--- config.mk ---
export PLATFORM = sky130hd
export DESIGN_NAME = sdram_arbiter
export DESIGN_NICKNAME = d
export VERILOG_FILES = /design/src/rtl/sdram_arbiter.sv
export SDC_FILE = /design/constraint.sdc
export NUM_CORES = 1
export LEC_CHECK = 0
export ABC_CLOCK_PERIOD_IN_PS = 2000
export CAP_MARGIN = 5
export CORE_UTILIZATION = 34
export DETAILED_ROUTE_END_ITERATION = 8
export PLACE_DENSITY = 0.71
export REMOVE_ABC_BUFFERS = 1
export SETUP_SLACK_MARGIN = 0.05
export SLEW_MARGIN = 15
export SYNTH_ARGS = -nofsm -noshare
export SYNTH_HDL_FRONTEND = slang
export SYNTH_SLANG_ARGS = --single-unit
--- constraint.sdc ---
create_clock -name clk -period 2 [get_ports clk]
set_clock_uncertainty 0.05 [all_clocks]
set_input_delay 0.6 -clock clk [delete_from_list [all_inputs] [get_ports clk]]
set_output_delay 0.6 -clock clk [all_outputs]
set_load 0.01 [all_outputs]
--- src/rtl/sdram_arbiter.sv ---
`default_nettype none
// ============================================================================
// Module  : sdram_arbiter
// Brief   : Two-master round-robin arbiter/sequencer for one SDRAM port.
//           Issues the command, waits for the handshake and aborts on timeout.
// Revision: 1.0
// ============================================================================
module sdram_arbiter #(
  parameter int ADDR_W  = 24,
  parameter int DATA_W  = 16,
  parameter int TMO_CYC = 255
) (
  input  logic              clk,
  input  logic              rst_in,
  input  logic [ADDR_W-1:0] m0_addr,
  input  logic [DATA_W-1:0] m0_wdata,
  input  logic              m0_read,
  input  logic              m0_write,
  output logic              m0_busy,
  output logic              m0_ready,
  output logic [DATA_W-1:0] m0_rdata,
  input  logic [ADDR_W-1:0] m1_addr,
  input  logic [DATA_W-1:0] m1_wdata,
  input  logic              m1_read,
  input  logic              m1_write,
  output logic              m1_busy,
  output logic              m1_ready,
  output logic [DATA_W-1:0] m1_rdata,
  output logic [ADDR_W-1:0] sd_addr,
  output logic [DATA_W-1:0] sd_wdata,
  output logic              sd_read,
  output logic              sd_write,
  input  logic              sd_busy,
  input  logic              sd_ready,
  input  logic [DATA_W-1:0] sd_rdata,
  output logic              tmo_err
);

  typedef enum logic [1:0] {
    S_IDLE  = 2'd0,
    S_ISSUE = 2'd1,
    S_WAIT  = 2'd2,
    S_DONE  = 2'd3
  } state_t;

  // Counter value seen during the TMO_CYC-th cycle of ISSUE+WAIT
  localparam logic [7:0] c_tmo_last = 8'(TMO_CYC - 1);

  state_t            r_state;
  state_t            w_next;
  logic              r_owner;
  logic              r_op_wr;
  logic              r_last;
  logic [ADDR_W-1:0] r_addr;
  logic [DATA_W-1:0] r_wdata;
  logic [7:0]        r_cnt;
  logic [DATA_W-1:0] r_rdata0;
  logic [DATA_W-1:0] r_rdata1;
  logic              r_tmo_err;

  logic w_req0;
  logic w_req1;
  logic w_grant1;
  logic w_cnt_hit;
  logic w_capture;
  logic w_timeout;

  assign w_req0    = m0_read | m0_write;
  assign w_req1    = m1_read | m1_write;
  // On a tie the master that was not granted last wins
  assign w_grant1  = w_req1 & (~w_req0 | ~r_last);
  assign w_cnt_hit = (r_cnt == c_tmo_last);

  always_comb begin
    w_next    = r_state;
    w_capture = 1'b0;
    w_timeout = 1'b0;
    case (r_state)
      S_IDLE: begin
        if (w_req0 | w_req1) w_next = S_ISSUE;
      end
      S_ISSUE: begin
        if (sd_ready) begin
          w_next    = S_DONE;
          w_capture = ~r_op_wr;
        end else if (w_cnt_hit) begin
          w_next    = S_DONE;
          w_timeout = 1'b1;
        end else if (sd_busy) begin
          w_next = S_WAIT;
        end
      end
      S_WAIT: begin
        if (sd_ready) begin
          w_next    = S_DONE;
          w_capture = ~r_op_wr;
        end else if (w_cnt_hit) begin
          w_next    = S_DONE;
          w_timeout = 1'b1;
        end
      end
      S_DONE: begin
        w_next = S_IDLE;
      end
      default: begin
        w_next = S_IDLE;
      end
    endcase
  end

  always_ff @(posedge clk) begin
    if (!rst_in) begin
      r_state   <= S_IDLE;
      r_owner   <= 1'b0;
      r_op_wr   <= 1'b0;
      r_last    <= 1'b1;
      r_addr    <= '0;
      r_wdata   <= '0;
      r_cnt     <= 8'd0;
      r_rdata0  <= '0;
      r_rdata1  <= '0;
      r_tmo_err <= 1'b0;
    end else begin
      r_state <= w_next;
      if (r_state == S_IDLE && (w_req0 | w_req1)) begin
        r_owner <= w_grant1;
        r_op_wr <= w_grant1 ? m1_write : m0_write;
        r_addr  <= w_grant1 ? m1_addr  : m0_addr;
        r_wdata <= w_grant1 ? m1_wdata : m0_wdata;
        r_cnt   <= 8'd0;
      end
      if (r_state == S_ISSUE || r_state == S_WAIT) r_cnt <= r_cnt + 8'd1;
      if (w_capture) begin
        if (r_owner) r_rdata1 <= sd_rdata;
        else         r_rdata0 <= sd_rdata;
      end
      if (w_timeout) r_tmo_err <= 1'b1;
      if (r_state == S_DONE) r_last <= r_owner;
    end
  end

  assign sd_addr  = r_addr;
  assign sd_wdata = r_wdata;
  assign sd_read  = (r_state == S_ISSUE) & ~r_op_wr;
  assign sd_write = (r_state == S_ISSUE) &  r_op_wr;
  assign m0_ready = (r_state == S_DONE) & ~r_owner;
  assign m1_ready = (r_state == S_DONE) &  r_owner;
  assign m0_busy  = w_req0 & ~m0_ready;
  assign m1_busy  = w_req1 & ~m1_ready;
  assign m0_rdata = r_rdata0;
  assign m1_rdata = r_rdata1;
  assign tmo_err  = r_tmo_err;

endmodule
`default_nettype wire

After elaboration in Yosys (flattened, before gate mapping)
Index checks and enable logic that the tools add are counted.

operators by class
  $add $sub $neg = 1
  equality and inequality tests = 7
  muxes and demuxes = 17
  bitwise operators = 17
  reductions and logical operators = 8

operators by type and width
  cell                 number
  $mux 24              1
  $mux 16              1
  $mux 8               2
  $mux 2               6
  $add 8x1->8 const B  1
  $eq 8x8->1 const B   1
  $pmux 2 s4           1
  $and 1x1->1          7
  $mux 1               6
  $not 1->1            6
  $eq 2x2->1 const B   2
  $ne 4x4->1 const B   1
  $or 1x1->1           4
  $reduce_and 2->1     2
  $ne 3x3->1 const B   1
  $reduce_and 3->1     1
  $eq 2x1->1 const B   1
  $logic_not 2->1      1
  $ne 2x1->1 const B   1
  $reduce_bool 2->1    1
  $reduce_or 2->1      1
  $logic_and 1x1->1    1
  $logic_or 1x1->1     1

word-level totals
  register bits = 86
  bits of input ports = 104
  output and inout bits = 79
  word-level logic and storage cells = 60

Longest topological paths before layout
Gate-level depths: netlist (run 1).

  depth in word-level cells = 5
  gate-level depth with buffers = 8
  gate-level depth less buffers = 6

Worst setup path after synthesis (run 1)
Ideal clock, no wire load.

  path type = reg-to-reg
  start = register r_state[0]
  end = register r_rdata0[2], in the netlist m0_rdata[2]
  library setup time = 0.132 ns
  arrival = 1.656 ns
  required time = 1.818 ns
  slack = 0.162 ns
  stages on the path, launching flop included = 9
  path buffers = 2
  clock period less this slack = 1.838 ns
  cell sequence = dfxtp_1 inv_1 ha_1 nand2_1 or3_1 clkbuf_1 buf_2 nand2_1 a21oi_1

on the way
  word-level cells in the longest chain between the ends = 4
  elaborated cells on any way between the ends = 5
  those cells by class = eq/ne: 2; mux: 1; reduce/logical: 2

ends and longest elaborated chain
  item                                      line  text
  from (decl)                               49    state_t r_state;
  from (signal assigned)                    124   r_state <= w_next;
  $eq 2x1->1 or $eq 2x2->1 (tied branches)  78    case (r_state)
  $reduce_or 2->1 (no source line) *        n/a
  $mux 1 *                                  n/a
  $reduce_and 2->1 (no source line) *       n/a
  to (signal assigned)                      135   else r_rdata0 <= sd_rdata;
  to (decl)                                 57    logic [DATA_W-1:0] r_rdata0;

Every way passes the cells marked *; elsewhere a longest branch is shown, timed or not.
A chain may end at the register's enable or synchronous reset.

Final worst setup path (run 1)
  start = register r_state[0]
  end = output m0_busy

on the way
  word-level cells in the longest chain between the ends = 4

ends and longest elaborated chain
  item         line  text
  $eq 2x2->1   146   assign m0_ready = (r_state == S_DONE) & ~r_owner;
  $and 1x1->1  146
  $not 1->1    148   assign m0_busy = w_req0 & ~m0_ready;
  $and 1x1->1  148
  to (decl)    19    output logic m0_busy,

Every way passes these cells.

==> impl_metrics.toml, run 1 <==
[die]
num_rows = 37
die_area_um2 = 11200
die_w_um = 106
die_h_um = 106
core_area_um2 = 10400
start_util_pct = 35.2
pin_count = 183

[synth]
synth_edf_count = 0
synthArstFlopShare_pct = 0
seq_area_frac_synth_pct = 46.9
yosys_warnings = 0
ys_ff_latch = 86
synthFlopType = "dfxtp_1"
yosys.cell_types.count = 37
syn_inst = 429
syn-cell-area_um2 = 3670
synth.avg_cell_area_um2 = 8.56

[global_routing]
grt_remaining_overflow = 0
antenna_found_initial = 0
grt_pass1_wl_um = 17500
first_global_vias = 3659
grt_usage_pct = 19.8
grt_max_degree = 56

[clock_tree]
holdBufCountCts = 0
cts_buffers = 9
insertion_delay_ns = 0.35
cts-root-buf = "clkbuf_8"
path_clk_slew_ns = 0.08
cts_tree = "built"
clock_path_buffers = 2
cts.htree.levels = 3
cts_sinks = 86

[sta]
hold_violations = 0
rsz0062_at_grt = "true"
setup_viol = 0
period_share_pct = 95.4
max_slew_margin_pct = 72.0
setup-tns-final_ns = 0
worst_slew_pin_slew_ns = 0.416
slew_viol_final = 0
final.min_clock_period_ns = 1.91
max_freq_mhz = 524

[routing]
postRouteAntennaNets = 0
viasPerCell = 4.93
drc = 0
wl_um = 11100
highest_layer = "met4"
drt-pass1-iter-count = 4
met1_length_um = 4840
vias = 3794
route.detailed.wl_per_inst_um = 14.4
first_iter_violations = 96
wl_met3_um = 688
wl_met2_um = 5410

[critical_path]
end_kind = "primary output"
path_class = "flip-flop to primary output"
startpoint = "r_state[0]"
cp_max_fo = 2
slowest_stage = "dfxtp_2"
worst_path_dominant_cell_family = "flip-flops"
path_cells = "ha_4 -> inv_1 -> nor2_2 -> nor2_1 -> buf_2"
cp-start-kind = "flip-flop"
cp.buffers_inverters = 2
rr_startpoint = "r_state[1]"
rr_endpoint = "m1_rdata[13]"
slowest_delay_ns = 0.37
r2r_slack_ns = 0.14
worst_ep_required_time_ns = 1.35
reg2reg_depth = 10
cp.arrival_ns = 1.26

[pwr]
power_density_nw_per_um2 = 1090
vdd_drop_max_v = 0.000531
p_total_mw = 6.79
power.leakage_nw = 2.73

[hold_path]
holdCritPathClass = "flip-flop to flip-flop"
min_from = "m0_rdata[13]"
whs_path_depth = 2
hold_end = "m0_rdata[13]"

[run_status]
status = "finished, final reports clean"

[job]
maxCapViolCount = 0

[finish]
antenna_cells = 0
mostFrequentLayoutCells = "clkdlybuf4s50_1 (154), dfxtp_1 (84), a21oi_1 (74), nand2_1 (69), mux2i_1 (41)"
multi_input_area_um2 = 1920
num-nets-final = 739
final_common_cell = "clkdlybuf4s50_1"
syn2layout_area_growth_pct = 69.9
regArea_um2 = 1720
layout-drive-gt1-share_pct = 13.9
fillCellCount = 893
finish.utilization_pct = 59.9

[placed_design]
gp_congestion = 0.777
io_buffers = 182
dpl.hpwl_um = 8250
==> worst max path at each step <==
stage | cells after the start | endpoint | slack, ns
detailed placement | 4 | m1_busy | -0.46
CTS | 4 | m1_busy | -0.04
floorplan | 3 | sd_addr[0] | -0.76
global placement | 4 | m1_busy | -0.46
global route | 10 | m1_rdata[13] | 0.005
finish | 5 | m0_busy | 0.09
==> flip-flops by register name (all words and copies together), names as in the netlist <==
signal	flops
m1_rdata	16
tmo_err	1
sd_wdata	16
r_op_wr	1
r_cnt	8
r_owner	1
r_last	1
m0_rdata	16
sd_addr	24
r_state	2
==> routing by layer <==
layer	GRT usage, %	up-vias
met5	0	-
met2	33.8	160
met4	7.04	0
met1	24.4	1719
li1	-	1902
met3	4.35	13
==> area by class of cell <==
type | count | area share, %
Clock inverter | 5 | 0.963
Clock buffer | 11 | 2.11
Inverter | 9 | 0.582
Timing Repair Buffer | 216 | 35.2
Sequential cell | 86 | 27.6
Tap cell | 136 | 2.73
Multi-Input combinational cell | 306 | 30.8
==> worst register-to-register path: cells and delay by family, from the launching register on <==
kind                       cells  cell delay [ns]
buffers and inverters          5             0.58
and+or+nand+nor                3             0.39
DFF                            1             0.36
adders and majority gates      1             0.30
AOI/OAI and AO/OA              1             0.13
==> logic make-up after synthesis <==
group | synth area share [%]
DFF | 46.9
muxes | 11.2
adders and majority gates | 2.39
and+or+nand+nor | 13.9
AOI/OAI and AO/OA | 21.2
buffers and inverters | 4.43
==> power breakdown <==
part           total (mW)  switching [mW]  leakage, nW  internal, mW
registers            2.40           0.255        0.707          2.14
clock network        1.19           0.614       0.0935         0.581
logic                3.20            1.59         1.93          1.61
total                6.79            2.46         2.73          4.34
==> cells in the mapped netlist (3+ instances only) <==
master | n | area, um^2
dfxtp_1 | 86 | 1720
a21oi_1 | 83 | 415
nand2_1 | 75 | 282
mux2i_1 | 41 | 410
o21ai_0 | 37 | 185
clkbuf_1 | 14 | 52.6
buf_2 | 13 | 65.1
o21ai_1 | 12 | 60.1
nor2_1 | 10 | 37.5
inv_1 | 8 | 30.0
ha_1 | 7 | 87.6
nand3_1 | 4 | 20.0
and2_1 | 3 | 18.8
nand4_1 | 3 | 18.8
nor2b_1 | 3 | 18.8
o21a_1 | 3 | 22.5
==> stage by stage <==
stage	hold slack [ns]	instances	area [um^2]	setup WS, ns
after floorplan	0.411	401	3540	-0.759
after global placement	0.394	751	5850	-0.462
after detailed placement	0.396	751	5850	-0.461
after CTS	0.407	768	6070	-0.0446
after global routing	0.430	769	6240	0.00452
final	0.414	769	6240	0.0917
==> what timing repair did <==
action,4_1_cts,5_1_grt
gates resized for setup,40,51
buffers inserted,0,0
endpoints found under the setup margin,65,49
pin swaps,4,12
gates cloned,1,1
(Power assumes the default switching activity.)
==> run 2, diff against run 1 <==
--- a/config.mk
+++ b/config.mk
@@ -9,6 +9,7 @@
 export CAP_MARGIN = 5
 export CORE_UTILIZATION = 34
 export DETAILED_ROUTE_END_ITERATION = 8
+export GPL_TIMING_DRIVEN = 0
 export PLACE_DENSITY = 0.71
 export REMOVE_ABC_BUFFERS = 1
 export SETUP_SLACK_MARGIN = 0.05
==> run 2 against run 1 <==
  * Core utilization down 2.1 points
  * Clock-buffer cell count unchanged
  * Global-route usage up 0.14 points
  * Sequential cell count unchanged
  * Via count down 0.47%
  * Worst hold slack worse by 0.010 ns
  * Cell count down 2.7%
  * Die area unchanged
  * Critical path depth down 4
  * Cell area down 3.5%
  * Sequential share of layout area up 1.1 points
  * Critical endpoint is now m1_rdata[0]
  * Largest power group unchanged
  * Highest routed layer unchanged
==> impl_metrics.toml, run 2 (synthesis gave the netlist of run 1 again) <==
[pwr]
power_density_nw_per_um2 = 1120
vdd_drop_max_v = 0.000474
netSwitchingFraction_pct = 37.0
seq_power_share_pct = 36.5
internal-power_mw = 4.23
power.leakage_nw = 2.57
p_clk_share_pct = 15.6
power_frac_comb_pct = 47.9
power_switching_mw = 2.48

[die]
start_util_pct = 35.2
num_rows = 37
core_area_um2 = 10400
die_h_um = 106
pin_count = 183
die_area_um2 = 11200
die_w_um = 106

[clock_tree]
path_clk_slew_ns = 0.09
cts_sinks = 86
insertion_delay_ns = 0.34
cts-root-buf = "clkbuf_8"
cts.htree.levels = 3
cts_tree = "built"
cts_buffers = 9
clock_path_buffers = 2
holdBufCountCts = 0

[sta]
slew_viol_final = 0
setup-tns-final_ns = 0
max_freq_mhz = 526
worst_slew_pin_slew_ns = 0.723
rsz0062_at_grt = "true"
period_share_pct = 95.1
max_slew_margin_pct = 51.7
hold_violations = 0
setup_viol = 0
final.min_clock_period_ns = 1.90

[global_routing]
antenna_found_initial = 0
grt_remaining_overflow = 0
first_global_vias = 3626
grt_usage_pct = 19.9
grt_pass1_wl_um = 17600
grt_max_degree = 51

[finish]
fillCellCount = 925
fin_cells = 748
syn2layout_area_growth_pct = 63.9
largest_reg_flops = 24
final_common_cell = "clkdlybuf4s50_1"
finish.utilization_pct = 57.8
layout-drive-gt1-share_pct = 10.1
num-nets-final = 718
antenna_cells = 0
mostFrequentLayoutCells = "clkdlybuf4s50_1 (155), a21oi_1 (83), dfxtp_1 (82), nand2_1 (74), mux2i_1 (41)"

[critical_path]
rr_endpoint = "m0_rdata[5]"
rr_startpoint = "r_state[0]"
cp_max_fo = 2
cp.buffers_inverters = 1
cp.arrival_ns = 1.25
reg2reg_depth = 6
end_kind = "primary output"
path_cells = "clkdlybuf4s50_1"
path_class = "flip-flop to primary output"
slowest_stage = "clkdlybuf4s50_1"
worst_path_dominant_cell_family = "buffers and inverters"
r2r_slack_ns = 0.13
worst_ep_required_time_ns = 1.35
slowest_delay_ns = 0.55
cp-start-kind = "flip-flop"

[routing]
vias = 3776
postRouteAntennaNets = 0
drt-pass1-iter-count = 4
wl_um = 11500
viasPerCell = 5.05
drc = 0
route.detailed.wl_per_inst_um = 15.4
first_iter_violations = 168

[placed_design]
gp_congestion = 0.761
dpl.hpwl_um = 7930
post-place-cells = 723
io_buffers = 182

[hold_path]
holdCritPathClass = "flip-flop to flip-flop"
min_from = "m0_rdata[10]"
hold_end = "m0_rdata[10]"
whs_path_depth = 2

[job]
maxCapViolCount = 0

[run_status]
status = "finished, final reports clean"
-- run 2: worst register-to-register path: stages (launching register included) --
cell and delay, ns:
dfxtp_4 0.41, inv_1 0.13, ha_4 0.35, nand2_2 0.14
or3_4 0.49, nand2_1 0.10, a21oi_1 0.06
-- run 2: repair_timing --
item	4_1_cts	5_1_grt
gates resized for setup	38	47
cloned	1	1
pin swaps	4	5
setup endpoints to repair	89	74
hold endpoints to repair	0	0
buffers inserted	5	2
-- run 2: cell type report --
class / count / area, um^2 / share of cell area (%)
multi-input combinational: 308 / 1910 / 31.7
inverter: 9 / 36.3 / 0.603
clock inverter: 5 / 36.3 / 0.603
clock buffer: 11 / 131 / 2.18
sequential: 86 / 1730 / 28.8
tap: 136 / 170 / 2.83
timing repair buffer: 193 / 2000 / 33.3
-- run 2: routing by layer --
layer	global-route usage (%)	share of wire, %	vias up
li1	-	-	1862
met3	5.89	7.9	16
met2	32.3	48	150
met1	24.4	42	1748
met4	8.83	2.2	0
met5	0	0	-
-- run 2: worst max path at each step --
stage                     depth (start not counted)          end        start
after global routing                              6  m0_rdata[5]   r_state[0]
after floorplan                                   3   sd_addr[0]     m1_write
final                                             1  m1_rdata[0]  m1_rdata[0]
after global placement                            4   r_state[0]       rst_in
after CTS                                         6  m0_rdata[5]   r_state[0]
after detailed placement                          6  sd_wdata[3]     m1_write
-- run 2: stage by stage --
stage	setup slack, ns	total power [mW]	hold slack [ns]	instance area, um^2
floorplan	-0.759	3.77	0.411	3540
global placement	-1.94	4.93	0.391	5530
detailed placement	-0.770	5.35	0.396	5640
CTS	-0.0389	6.60	0.407	5900
global route	0.0419	7.14	0.428	6020
finish	0.0973	6.71	0.404	6020
-- run 2: power by group through the flow --
stage / clock (mW) / combinational, mW / sequential, mW
after floorplan: 0 / 1.20 / 2.57
after global placement: 0 / 2.55 / 2.37
after detailed placement: 0 / 2.92 / 2.43
after CTS: 1.10 / 3.08 / 2.42
after global routing: 1.19 / 3.45 / 2.50
final: 1.05 / 3.21 / 2.45
